**src/rtl/wm_pkg.sv**
```systemverilog
// wm_pkg: shared types and default constants for the washing-machine
// sensor/timer stage and the controller FSM that consumes its outputs.
//   wm_state_e  - phase-timer FSM state encoding (3-bit)
//   WM_*        - default parameter values shared across the controller slice
package wm_pkg;

  typedef enum logic [2:0] {
    ST_IDLE      = 3'd0,
    ST_WASH      = 3'd1,
    ST_WASH_DONE = 3'd2,
    ST_SPIN      = 3'd3,
    ST_SPIN_DONE = 3'd4
  } wm_state_e;

  localparam int WM_PRESCALE   = 1000;
  localparam int WM_LEVEL_W    = 8;
  localparam int WM_FULL_LEVEL = 200;
  localparam int WM_FILL_STEP  = 4;
  localparam int WM_DRAIN_STEP = 5;
  localparam int WM_CNT_W      = 16;
  localparam int WM_WASH_TICKS = 600;
  localparam int WM_SPIN_TICKS = 300;
  localparam int WM_FILL_TMO   = 100;

endpackage

```
**src/rtl/wm_sense_timer_if.sv**
```systemverilog
// wm_sense_timer_if: command/status bundle between the controller FSM
// (master) and the sensor/timer stage (slave).
//   commands : timer_clr, fillvalve_on, drainvalve_on, motor_on, spin_en
//   status   : level, filled, drained, cycletime_out, spintime_out, fault
interface wm_sense_timer_if #(
  parameter int LEVEL_W = 8
) ();
  logic               timer_clr;
  logic               fillvalve_on;
  logic               drainvalve_on;
  logic               motor_on;
  logic               spin_en;
  logic [LEVEL_W-1:0] level;
  logic               filled;
  logic               drained;
  logic               cycletime_out;
  logic               spintime_out;
  logic               fault;

  modport master (
    output timer_clr, fillvalve_on, drainvalve_on, motor_on, spin_en,
    input  level, filled, drained, cycletime_out, spintime_out, fault
  );

  modport slave (
    input  timer_clr, fillvalve_on, drainvalve_on, motor_on, spin_en,
    output level, filled, drained, cycletime_out, spintime_out, fault
  );
endinterface

```
**src/rtl/wm_tick_gen.sv**
```systemverilog
// wm_tick_gen: free-running prescaler producing a one-clk time tick.
//   clk  - system clock
//   rst  - synchronous active-high reset (counter to 0)
//   tick - high for the one clk in which the counter wraps back to 0;
//          first tick is the PRESCALE-th cycle after reset release
module wm_tick_gen #(
  parameter int PRESCALE = 1000
) (
  input  logic clk,
  input  logic rst,
  output logic tick
);
  localparam int CW = (PRESCALE > 2) ? $clog2(PRESCALE) : 1;
  localparam logic [CW-1:0] LAST = CW'(PRESCALE - 1);

  logic [CW-1:0] cnt;

  // Decoded from the count so the consumer acts on the wrapping edge itself.
  assign tick = (cnt == LAST);

  always_ff @(posedge clk) begin
    if (rst)       cnt <= '0;
    else if (tick) cnt <= '0;
    else           cnt <= cnt + CW'(1);
  end
endmodule

```
**src/rtl/wm_sense_timer.sv**
```systemverilog
// wm_sense_timer: water-level model, fill-timeout watchdog and wash/spin
// phase timer feeding the washing-machine controller FSM.
//   clk, rst - system clock, synchronous active-high reset
//   bus      - slave side of wm_sense_timer_if:
//              in : timer_clr, fillvalve_on, drainvalve_on, motor_on, spin_en
//              out: level, filled, drained (level decodes, combinational),
//                   cycletime_out, spintime_out, fault (registered)
// timer_clr aborts the phase timers and clears fault; the level model and
// the prescaler keep running through it.
module wm_sense_timer
  import wm_pkg::*;
#(
  parameter int PRESCALE   = WM_PRESCALE,
  parameter int LEVEL_W    = WM_LEVEL_W,
  parameter int FULL_LEVEL = WM_FULL_LEVEL,
  parameter int FILL_STEP  = WM_FILL_STEP,
  parameter int DRAIN_STEP = WM_DRAIN_STEP,
  parameter int CNT_W      = WM_CNT_W,
  parameter int WASH_TICKS = WM_WASH_TICKS,
  parameter int SPIN_TICKS = WM_SPIN_TICKS,
  parameter int FILL_TMO   = WM_FILL_TMO
) (
  input logic             clk,
  input logic             rst,
  wm_sense_timer_if.slave bus
);
  localparam logic [LEVEL_W-1:0] FULL_L  = LEVEL_W'(FULL_LEVEL);
  localparam logic [LEVEL_W:0]   FULL_X  = (LEVEL_W+1)'(FULL_LEVEL);
  localparam logic [LEVEL_W:0]   FSTEP_X = (LEVEL_W+1)'(FILL_STEP);
  localparam logic [LEVEL_W-1:0] DSTEP_L = LEVEL_W'(DRAIN_STEP);
  localparam logic [CNT_W-1:0]   WASH_LAST = CNT_W'(WASH_TICKS - 1);
  localparam logic [CNT_W-1:0]   SPIN_LAST = CNT_W'(SPIN_TICKS - 1);
  localparam logic [CNT_W-1:0]   TMO_MAX   = CNT_W'(FILL_TMO);
  localparam logic [CNT_W-1:0]   TMO_LAST  = CNT_W'(FILL_TMO - 1);

  logic               tick;
  logic [LEVEL_W-1:0] lvl_q;
  logic [LEVEL_W:0]   fill_sum;
  logic               filled_w;
  logic               fill_on, drain_on, conflict, timeout;
  logic [CNT_W-1:0]   fill_cnt;
  logic [CNT_W-1:0]   wash_cnt, spin_cnt;
  wm_state_e          state;
  logic               cyc_q, spin_q, fault_q;

  wm_tick_gen #(.PRESCALE(PRESCALE)) u_tick (
    .clk  (clk),
    .rst  (rst),
    .tick (tick)
  );

  assign fill_on  = bus.fillvalve_on;
  assign drain_on = bus.drainvalve_on;

  // ---------------- level model ----------------
  // One extra bit on the sum so a step past FULL_LEVEL near the top of the
  // range cannot wrap before the clamp.
  assign fill_sum = {1'b0, lvl_q} + FSTEP_X;
  assign filled_w = (lvl_q == FULL_L);

  always_ff @(posedge clk) begin
    if (rst) lvl_q <= '0;
    else if (tick) begin
      if (fill_on && !drain_on)
        lvl_q <= (fill_sum >= FULL_X) ? FULL_L : fill_sum[LEVEL_W-1:0];
      else if (drain_on && !fill_on)
        lvl_q <= (lvl_q >= DSTEP_L) ? (lvl_q - DSTEP_L) : '0;
    end
  end

  // ---------------- fill watchdog + fault ----------------
  assign conflict = tick && fill_on && drain_on;
  assign timeout  = tick && fill_on && !filled_w && (fill_cnt == TMO_LAST);

  always_ff @(posedge clk) begin
    if (rst || bus.timer_clr)      fill_cnt <= '0;
    else if (!fill_on || filled_w) fill_cnt <= '0;
    else if (tick && fill_cnt != TMO_MAX)
      fill_cnt <= fill_cnt + CNT_W'(1);   // parks at FILL_TMO, fault is sticky
  end

  always_ff @(posedge clk) begin
    if (rst || bus.timer_clr)    fault_q <= 1'b0;
    else if (conflict || timeout) fault_q <= 1'b1;
  end

  // ---------------- phase timer ----------------
  // spin_en wins from IDLE; once a phase is running the other command is
  // ignored until the phase returns to IDLE.
  always_ff @(posedge clk) begin
    if (rst || bus.timer_clr) begin
      state    <= ST_IDLE;
      wash_cnt <= '0;
      spin_cnt <= '0;
      cyc_q    <= 1'b0;
      spin_q   <= 1'b0;
    end else begin
      case (state)
        ST_IDLE: begin
          wash_cnt <= '0;
          spin_cnt <= '0;
          if (bus.spin_en)       state <= ST_SPIN;
          else if (bus.motor_on) state <= ST_WASH;
        end
        ST_WASH: begin
          if (tick && bus.motor_on) begin
            wash_cnt <= wash_cnt + CNT_W'(1);
            if (wash_cnt == WASH_LAST) begin
              state <= ST_WASH_DONE;
              cyc_q <= 1'b1;
            end
          end
        end
        ST_WASH_DONE: begin
          if (!bus.motor_on) begin
            state    <= ST_IDLE;
            wash_cnt <= '0;
            cyc_q    <= 1'b0;
          end
        end
        ST_SPIN: begin
          if (tick && bus.spin_en) begin
            spin_cnt <= spin_cnt + CNT_W'(1);
            if (spin_cnt == SPIN_LAST) begin
              state  <= ST_SPIN_DONE;
              spin_q <= 1'b1;
            end
          end
        end
        ST_SPIN_DONE: begin
          if (!bus.spin_en) begin
            state    <= ST_IDLE;
            spin_cnt <= '0;
            spin_q   <= 1'b0;
          end
        end
        default: begin
          state  <= ST_IDLE;
          cyc_q  <= 1'b0;
          spin_q <= 1'b0;
        end
      endcase
    end
  end

  assign bus.level         = lvl_q;
  assign bus.filled        = filled_w;
  assign bus.drained       = (lvl_q == '0);
  assign bus.cycletime_out = cyc_q;
  assign bus.spintime_out  = spin_q;
  assign bus.fault         = fault_q;
endmodule

```
**src/flat_wrapper.sv**
```systemverilog
// flat-port wrapper written by rule: the top's interface ports become plain ports
module wm_sense_timer_flat import wm_pkg::*;
#(
  parameter int PRESCALE   = WM_PRESCALE,
  parameter int LEVEL_W    = WM_LEVEL_W,
  parameter int FULL_LEVEL = WM_FULL_LEVEL,
  parameter int FILL_STEP  = WM_FILL_STEP,
  parameter int DRAIN_STEP = WM_DRAIN_STEP,
  parameter int CNT_W      = WM_CNT_W,
  parameter int WASH_TICKS = WM_WASH_TICKS,
  parameter int SPIN_TICKS = WM_SPIN_TICKS,
  parameter int FILL_TMO   = WM_FILL_TMO
)
  (clk, rst, bus_timer_clr, bus_fillvalve_on, bus_drainvalve_on, bus_motor_on, bus_spin_en, bus_level, bus_filled, bus_drained, bus_cycletime_out, bus_spintime_out, bus_fault);
  wm_sense_timer_if #(.LEVEL_W(LEVEL_W)) bus_i ();
  input logic clk;
  input logic rst;
  input wire logic [$bits(bus_i.timer_clr)-1:0] bus_timer_clr;
  input wire logic [$bits(bus_i.fillvalve_on)-1:0] bus_fillvalve_on;
  input wire logic [$bits(bus_i.drainvalve_on)-1:0] bus_drainvalve_on;
  input wire logic [$bits(bus_i.motor_on)-1:0] bus_motor_on;
  input wire logic [$bits(bus_i.spin_en)-1:0] bus_spin_en;
  output wire logic [$bits(bus_i.level)-1:0] bus_level;
  output wire logic [$bits(bus_i.filled)-1:0] bus_filled;
  output wire logic [$bits(bus_i.drained)-1:0] bus_drained;
  output wire logic [$bits(bus_i.cycletime_out)-1:0] bus_cycletime_out;
  output wire logic [$bits(bus_i.spintime_out)-1:0] bus_spintime_out;
  output wire logic [$bits(bus_i.fault)-1:0] bus_fault;
  assign bus_i.timer_clr = bus_timer_clr;
  assign bus_i.fillvalve_on = bus_fillvalve_on;
  assign bus_i.drainvalve_on = bus_drainvalve_on;
  assign bus_i.motor_on = bus_motor_on;
  assign bus_i.spin_en = bus_spin_en;
  assign bus_level = bus_i.level;
  assign bus_filled = bus_i.filled;
  assign bus_drained = bus_i.drained;
  assign bus_cycletime_out = bus_i.cycletime_out;
  assign bus_spintime_out = bus_i.spintime_out;
  assign bus_fault = bus_i.fault;
  wm_sense_timer #(.PRESCALE(PRESCALE), .LEVEL_W(LEVEL_W), .FULL_LEVEL(FULL_LEVEL), .FILL_STEP(FILL_STEP), .DRAIN_STEP(DRAIN_STEP), .CNT_W(CNT_W), .WASH_TICKS(WASH_TICKS), .SPIN_TICKS(SPIN_TICKS), .FILL_TMO(FILL_TMO)) u_core (.clk(clk), .rst(rst), .bus(bus_i));
endmodule
```
**config.mk**
```make
export PLATFORM = sky130hd
export DESIGN_NAME = wm_sense_timer_flat
export DESIGN_NICKNAME = d
export VERILOG_FILES = /design/src/rtl/wm_pkg.sv /design/src/rtl/wm_sense_timer_if.sv /design/src/rtl/wm_tick_gen.sv /design/src/rtl/wm_sense_timer.sv /design/src/flat_wrapper.sv
export SDC_FILE = /design/constraint.sdc
export NUM_CORES = 1
export LEC_CHECK = 0
export BUFFER_PORTS_ARGS = -buffer_cell sky130_fd_sc_hd__buf_4
export CORE_ASPECT_RATIO = 0.75
export CORE_MARGIN = 1.5
export CORE_UTILIZATION = 35
export CTS_CLUSTER_DIAMETER = 80
export DETAILED_ROUTE_END_ITERATION = 12
export PLACE_DENSITY = 0.48
export SYNTH_ARGS = -nofsm -noshare
export SYNTH_HDL_FRONTEND = slang
export SYNTH_SLANG_ARGS = --single-unit
```
**constraint.sdc**
```tcl
create_clock -name clk -period 5.3 [get_ports clk]
set_input_delay 1.06 -clock clk [delete_from_list [all_inputs] [get_ports clk]]
set_output_delay 1.06 -clock clk [all_outputs]
set_load 0.01 [all_outputs]
```
==> results of run 1 <==
-- worst max path at each step --
stage,cells past startpoint,endpoint
after floorplan,7,u_core.bus.level[0]
after global placement,8,u_core.bus.level[0]
after detailed placement,8,u_core.bus.level[0]
after CTS,5,bus_filled
after global routing,6,bus_filled
final,5,bus_filled
-- Yosys cell counts, drive strengths merged, types with 2 or more instances --
master,instances
nand3,31
and4,6
nand4,16
nor4,7
mux2i,2
xnor2,19
xor2,32
buf,5
nor2b,2
a2111oi,2
a22oi,2
nand4b,3
clkbuf,16
nor2,71
or3,4
nor4b,2
nor3,22
nand2,36
o211a,2
a21o,3
a31oi,5
nand3b,4
dfxtp,72
o21ai,16
ha,15
a211oi,5
or2,3
or4,4
inv,16
and2,3
nand2b,4
a21oi,22
and3,10
-- flip-flops by register name (all words and copies together), names as in the netlist --
signal,cells
u_core.wash_cnt,16
u_core.u_tick.cnt,10
u_core.bus.spintime_out,1
u_core.spin_cnt,16
u_core.bus.cycletime_out,1
u_core.fill_cnt,16
u_core.state,3
u_core.bus.fault,1
u_core.bus.level,8
-- kinds of logic (layout without fill, tap and decap cells) --
group	after synthesis	after routing	synth area share
AOI/OAI and AO/OA	71	71	0.1193
xor gates and xnor gates	51	51	0.1133
adders and majority gates	15	15	0.04759
buffers and inverters	37	51	0.03744
DFF	72	72	0.3655
muxes	3	3	0.007931
and+or+nand+nor	236	236	0.3090
-- area by class of cell --
class	instances	area share
tap	140	0.03904
multi-input combinational	376	0.5248
inverter	16	0.01339
clock buffer	10	0.05103
timing repair buffer	19	0.03179
clock inverter	6	0.01868
sequential	72	0.3212
-- per-stage QoR --
step,instances,power [mW],utilization
final,639,1.247,0.4101
after global routing,639,1.299,0.4101
after CTS,639,1.265,0.4101
after detailed placement,623,0.6220,0.3815
after global placement,623,0.6218,0.3815
after floorplan,485,0.6046,-
-- power by group through the flow --
stage,registers (mW),logic [mW],clock network (mW)
3_5_place_dp,0.564,0.0579,0
3_3_place_gp,0.564,0.0575,0
4_1_cts,0.552,0.0583,0.654
2_1_floorplan,0.560,0.0450,0
5_1_grt,0.553,0.0645,0.682
6_report,0.552,0.0578,0.637
-- worst reg2reg max path: cells and delay by family (launching register included) --
kind / cells / cell delay (ns)
buffers and inverters: 1 / 0.18
flip-flops: 1 / 0.55
AND/OR/NAND/NOR: 3 / 1.05
AO/OA/AOI/OAI: 3 / 0.49
adder cells (fa/ha/maj): 1 / 0.35
-- layer usage --
| layer | global-route usage | vias to the layer above | routed length (um) |
|---|---|---|---|
| met3 | 0.03853 | 4 | 307 |
| met4 | 0.03693 | 0 | 58 |
| met5 | 0 | - | 0 |
| met1 | 0.2184 | 1563 | 4769 |
| met2 | 0.2387 | 43 | 3822 |
| li1 | - | 1739 | - |
==> metrics.txt, run 1 <==
crit-path cells=ha_1 -> nand2_1 -> or4_1 -> inv_1 -> buf_4; clock latency on the worst-skew pair=0.32 ns; HP Class=register to register; start of the worst register-to-register path=u_core.bus.level[3]; vias in the first global route=3122; post-synth top area share=0.3655; run status=finished, final reports clean; vias per cell=5.241; initial antenna violation count=0; crit-path max cell delay=0.55 ns; drt first pass iters=5; hold depth=2; Setup TNS=0 ns; clock sink total=72; combinational power share=0.046; slowest CP cell=dfxtp_1; Fillers=1103; setup bufs post-CTS=0; buffers added on ports=19; clock skew=0.01106 ns; predominant post-synthesis flop cell=dfxtp_1; Initial Util=0.3604; final hold vios=0; Cells after Synth=485; die width=125.6 um; RSZ-0062 raised after global routing=false; Area after DPL=4174 um2; Num CTS Buffers=9; switching part of the total=0.2179; synthesized flop and latch total=72; worst r2r path cells=8; CP Max Fanout=10; share of cells above drive strength 1=0.08617; Hold Worst Slack=0.4669 ns; Syn Nets=507; Post-synth EDFFs=0; DIE AREA=11920 um2; Hold-fix buffers, CTS=0; sequential cell area fraction in the yosys report=0.3655; nets=516; post-synth top area cell=dfxtp_1; height of the die=94.93 um; sequential cell area=1441 um2; CP endpoint kind=output port; Relative slew margins=0.5335; Worst-Margin Slew=0.6984 ns; Setup violations, final=0; core footprint=10940 um2; VDD IR max=0.0001685 V; R2R Path End=u_core.bus.level[0]; Final Slew Violations=0; CP delay by family, top=simple AND/OR/NAND/NOR gates; most frequent cells in the layout=72 x dfxtp_1, 71 x nor2_1, 36 x nand2_1, 32 x xor2_1, 31 x nand3_1; Avg Inst Size Synth=8.132 um2; Post-Route WL=8.957 mm; FMAX=0.3363 GHz; CP Data Arrival Time=1.91 ns; first-pass GRT wire length=15.10 mm; Max-Cap Viols=0; PwrDens=278.0 nW/um2; worst hold endpoint=u_core.bus.fault; Max clock buf depth=2; Pint=0.9755 mW; Buffers & Inverters on Critical Path=2; sequential group share of total power=0.443; r2r setup slk=2.62 ns; drt drc=0; CTS tree=done; switching power=0.2718 mW; post-route cell area=4487 um2; CTS clk-pin slew, worst paths=0.06 ns; Area contributors post-synth=dfxtp_1 37%, xor2_1 7.1%, nor2_1 6.8%; Post-synth ARST share=0; type of origin of the critical path=register; final worst slack=2.326 ns; vias=3349; CTS root buf=clkbuf_16; Area Overhead vs Synth=13.77%; Final ANT Viol Nets=0; hold path start=u_core.bus.fault; I/O pin count=20; Final Wtd Congestion=0.8324; antenna cells=0; fin crit period=2.974 ns; post-synth cell types=63; grt ovf=0; largest net degree at the start of global routing=17; area of the multi-input gates=2355 um2; post_cts resized=0; post-DR wirelength/cell=14.02 um; initial drt markers=167; Worst EP required=4.24 ns; WS Path Type=register to output port; leakage=1.559 nW; crit share post-route=0.5610; GRT Util Overall=0.1552; dpl ws=2.271 ns; Post-DP HPWL=6.325 mm; row cnt=33; H-tree Lvls=3; Critical Path Start=u_core.bus.level[3]; Syn. warnings=0; Post-Syn Area=3944 um2; clock power share=0.511; commonest non-fill, non-tap cell in the layout=dfxtp_1
Power figures use the tool's default switching activity.
==> run 2, diff against run 1 <==
Settings changed: PLACE_DENSITY 0.48 to 0.5.
Clock period 5.3 ns to 2.5 ns, I/O delays scaled along.
==> metrics.txt, run 2 (synthesis results as in run 1) <==
run status=finished, final reports clean; R2R Path End=u_core.bus.level[1]; Relative slew margins=0.6024; Final Slew Violations=0; CTS tree=done; Hold-fix buffers, CTS=0; Worst EP required=2.00 ns; VDD IR max=0.0003803 V; nets=535; sequential cell area=1441 um2; Setup violations, final=0; GRT Util Overall=0.1632; row cnt=33; grt ovf=0; Post-Route WL=9.039 mm; RSZ-0062 raised after global routing=false; clock power share=0.477; CP Max Fanout=10; CTS clk-pin slew, worst paths=0.06 ns; clock sink total=72; hold depth=3; sequential group share of total power=0.469; height of the die=94.93 um; commonest non-fill, non-tap cell in the layout=dfxtp_1; vias=3413; clock latency on the worst-skew pair=0.33 ns; Max clock buf depth=2; Post-DP HPWL=6.559 mm; WS Path Type=register to output port; share of cells above drive strength 1=0.1255; CP endpoint kind=output port; fin crit period=2.331 ns; CTS root buf=clkbuf_16; Setup TNS=0 ns; dpl ws=0.1735 ns; first-pass GRT wire length=15.67 mm; DIE AREA=11920 um2; post_cts resized=0; switching part of the total=0.2371; combinational power share=0.054; biggest regs=u_core.fill_cnt (16), u_core.spin_cnt (16), u_core.wash_cnt (16); vias in the first global route=3200; final worst slack=0.1690 ns; most frequent cells in the layout=72 x dfxtp_1, 71 x nor2_1, 38 x buf_4, 36 x nand2_1, 32 x xor2_1; Final ANT Viol Nets=0; H-tree Lvls=3; start of the worst register-to-register path=u_core.bus.level[2]; Max-Cap Viols=0; FMAX=0.4290 GHz; post-DR wirelength/cell=13.74 um; Initial Util=0.3604; final hold vios=0; die width=125.6 um; drt drc=0; I/O pin count=20; leakage=1.625 nW; largest net degree at the start of global routing=17; hold path start=bus_fillvalve_on; CP Data Arrival Time=1.83 ns; Num CTS Buffers=9; Area Overhead vs Synth=16.69%; worst hold endpoint=u_core.bus.fault; initial antenna violation count=0; setup bufs post-CTS=0; antenna cells=0; crit share post-route=0.9324; core footprint=10940 um2; HP Class=primary input to register; Worst-Margin Slew=0.5928 ns; drt first pass iters=4; buffers added on ports=19; switching power=0.5912 mW; total power draw=2.494 mW; area of the multi-input gates=2365 um2; Fillers=1110; Final Wtd Congestion=0.8541; Pint=1.902 mW; PwrDens=541.8 nW/um2; initial drt markers=151; worst r2r path cells=8; clock skew=0.007207 ns; type of origin of the critical path=register; r2r setup slk=0.18 ns; vias per cell=5.187
[run 2: worst max-delay path by stage]
stage,start,end,slack (ns),depth (start not counted)
final,u_core.bus.level[4],bus_drained,0.17,4
after global routing,u_core.bus.level[4],u_core.bus.level[1],0.01,6
after CTS,u_core.bus.level[3],u_core.bus.level[1],0.15,7
after detailed placement,bus_drainvalve_on,u_core.bus.level[0],0.17,8
after global placement,bus_drainvalve_on,u_core.bus.level[0],0.23,8
after floorplan,u_core.bus.level[3],u_core.bus.level[0],0.14,9
[run 2: power groups by stage]
stage          combinational [mW]  clock, mW  sequential [mW]
2_1_floorplan              0.0955          0             1.19
3_3_place_gp                0.133          0             1.20
3_5_place_dp                0.134          0             1.20
4_1_cts                     0.135       1.23             1.17
5_1_grt                     0.151       1.28             1.17
6_report                    0.135       1.19             1.17
[run 2: final cells by class]
type | count | share of cell area
clock inverter | 5 | 0.007069
multi-input combinational | 376 | 0.5139
tap | 140 | 0.03806
timing repair buffer | 38 | 0.06199
sequential | 72 | 0.3132
clock buffer | 11 | 0.05275
inverter | 16 | 0.01305
[run 2: stage by stage]
stage / instances / area (um2) / util / hold slack [ns]
2_1_floorplan: 485 / 3944 / - / 0.4414
3_3_place_gp: 642 / 4317 / 0.3945 / 0.4693
3_5_place_dp: 642 / 4317 / 0.3945 / 0.4742
4_1_cts: 658 / 4592 / 0.4197 / 0.4323
5_1_grt: 658 / 4602 / 0.4206 / 0.4546
6_report: 658 / 4602 / 0.4206 / 0.4444
[run 2: critical path: stages (launching register included)]
cell and delay [ns]:
dfxtp_1 0.40, buf_4 0.20, nor3_1 0.51, and4b_1 0.27
buf_4 0.12
[run 2: per-layer routing]
layer	up-vias	track usage	share of wire
li1	1778	-	-
met4	0	0.03598	0.0073
met3	7	0.05552	0.033
met1	1596	0.2341	0.55
met2	32	0.2346	0.41
met5	-	0	0
==> run 3, diff against run 2 <==
Settings changed: CORE_UTILIZATION 35 to 40, PLACE_DENSITY 0.5 to 0.56.
==> metrics.txt, run 3 (synthesis results as in run 1) <==
run status=finished, final reports clean; fin crit period=2.349 ns; RSZ-0062 raised after global routing=false; Final Wtd Congestion=0.8851; crit share post-route=0.9397; Final Slew Violations=0; CP Max Fanout=4; CP delay by family, top=simple AND/OR/NAND/NOR gates; share of cells above drive strength 1=0.1133; VDD IR max=0.0003509 V; Hold-fix buffers, CTS=0; largest net degree at the start of global routing=17; I/O pin count=20; area of the multi-input gates=2367 um2; H-tree Lvls=3; Worst-Margin Slew=0.5845 ns; Area Overhead vs Synth=15.99%; initial drt markers=232; nets=529; Setup TNS=0 ns; die width=117.7 um; core footprint=9619 um2; vias per cell=5.390; commonest non-fill, non-tap cell in the layout=dfxtp_1; final hold vios=0; height of the die=88.99 um; grt ovf=0; biggest regs=u_core.fill_cnt (16), u_core.spin_cnt (16), u_core.wash_cnt (16); initial antenna violation count=0; Post-DP HPWL=6.325 mm; total power draw=2.577 mW; placed cell count=628; row cnt=31; buffers added on ports=19; first-pass GRT wire length=14.90 mm; most frequent CP cell=inv_1; type of origin of the critical path=register; WS Path Type=register to output port; Final ANT Viol Nets=0; crit-path cells=inv_1 -> ha_1 -> nand2_1 -> or4_1 -> inv_1 -> buf_4; Fillers=971; Initial Util=0.4100; drt drc=0; antenna cells=0; Num CTS Buffers=9; GRT Util Overall=0.1750; clock skew=0.006694 ns; CP endpoint kind=output port; clock latency on the worst-skew pair=0.33 ns; most frequent cells in the layout=72 x dfxtp_1, 71 x nor2_1, 36 x nand2_1, 32 x xor2_1, 32 x buf_4; Relative slew margins=0.6103; Worst EP required=2.00 ns; final std cells w/o fill=644; Post-Route WL=8.814 mm; PwrDens=563.3 nW/um2; drt first pass iters=5; FMAX=0.4257 GHz; leakage=1.619 nW; sequential cell area=1441 um2; setup bufs post-CTS=0; HP Class=primary input to register; post_cts resized=0; CTS root buf=clkbuf_16; DIE AREA=10470 um2; crit-path max cell delay=0.55 ns; post-DR wirelength/cell=13.69 um; Area after DPL=4262 um2; vias in the first global route=3114; Final Util=0.4755; CTS tree=done; CP Data Arrival Time=1.85 ns; clock sink total=72; Max clock buf depth=2; Max-Cap Viols=0; slowest CP cell=or4_1; post-route cell area=4574 um2; Buffers & Inverters on Critical Path=3; Setup violations, final=0; CTS clk-pin slew, worst paths=0.06 ns; vias=3471
## run 3: cell types whose count changed in the layout (fill, tap and decap cells not counted)
cell	change
a2111oi_0	-1
a2111oi_2	+1
a21oi_1	-1
a21oi_2	+1
a221o_1	+1
a221o_2	-1
buf_4	-6
bufinv_16	+1
clkbuf_1	+1
clkbuf_8	+1
clkinvlp_4	-3
o22ai_1	+1
o22ai_2	-1
## run 3: final timing paths
| path | cells after the start | endpoint | startpoint | slack [ns] |
|---|---|---|---|---|
| setup / recovery | 6 | bus_filled | u_core.bus.level[1] | 0.15 |
| hold / removal | 3 | u_core.bus.fault | bus_fillvalve_on | 0.44 |
| setup reg to reg | 8 | u_core.bus.level[1] | u_core.bus.level[3] | 0.18 |
| hold reg to reg | 2 | u_core.bus.fault | u_core.bus.fault | 0.47 |
## run 3: through the flow
| step | worst slack [ns] | hold slack, ns |
|---|---|---|
| after floorplan | 0.1380 | 0.4414 |
| after global placement | 0.2097 | 0.4564 |
| after detailed placement | 0.07967 | 0.4642 |
| after CTS | 0.05951 | 0.4321 |
| after global routing | 0.01658 | 0.4469 |
| final | 0.1508 | 0.4435 |
## run 3: worst reg2reg max path, cell delays in order (launching register included)
cell and delay (ns):
dfxtp_1 0.37, inv_1 0.11, ha_1 0.33, a21oi_2 0.06
o22ai_1 0.22, nor3_1 0.06, or3_1 0.43, or4_1 0.53
a21oi_1 0.14
## run 3: metal layers
metal,global-route usage,vias to the layer above,wire length (um)
met5,0,-,0
met1,0.2430,1618,4453
met4,0.05876,0,116
met2,0.2578,76,3731
met3,0.05612,14,513
li1,-,1763,-
## run 3: power breakdown
part	internal (mW)	switching (mW)	total (mW)
clock	0.823	0.453	1.28
sequential	1.16	0.0149	1.17
combinational	0.0473	0.0817	0.129
total	2.03	0.549	2.58
## run 3: final cells by class
cell class,count,share of cell area
Multi-Input combinational cell,376,0.5175
Sequential cell,72,0.3151
Clock buffer,13,0.05689
Timing Repair Buffer,32,0.05252
Tap cell,132,0.03610
Inverter,16,0.01313
Clock inverter,3,0.008753
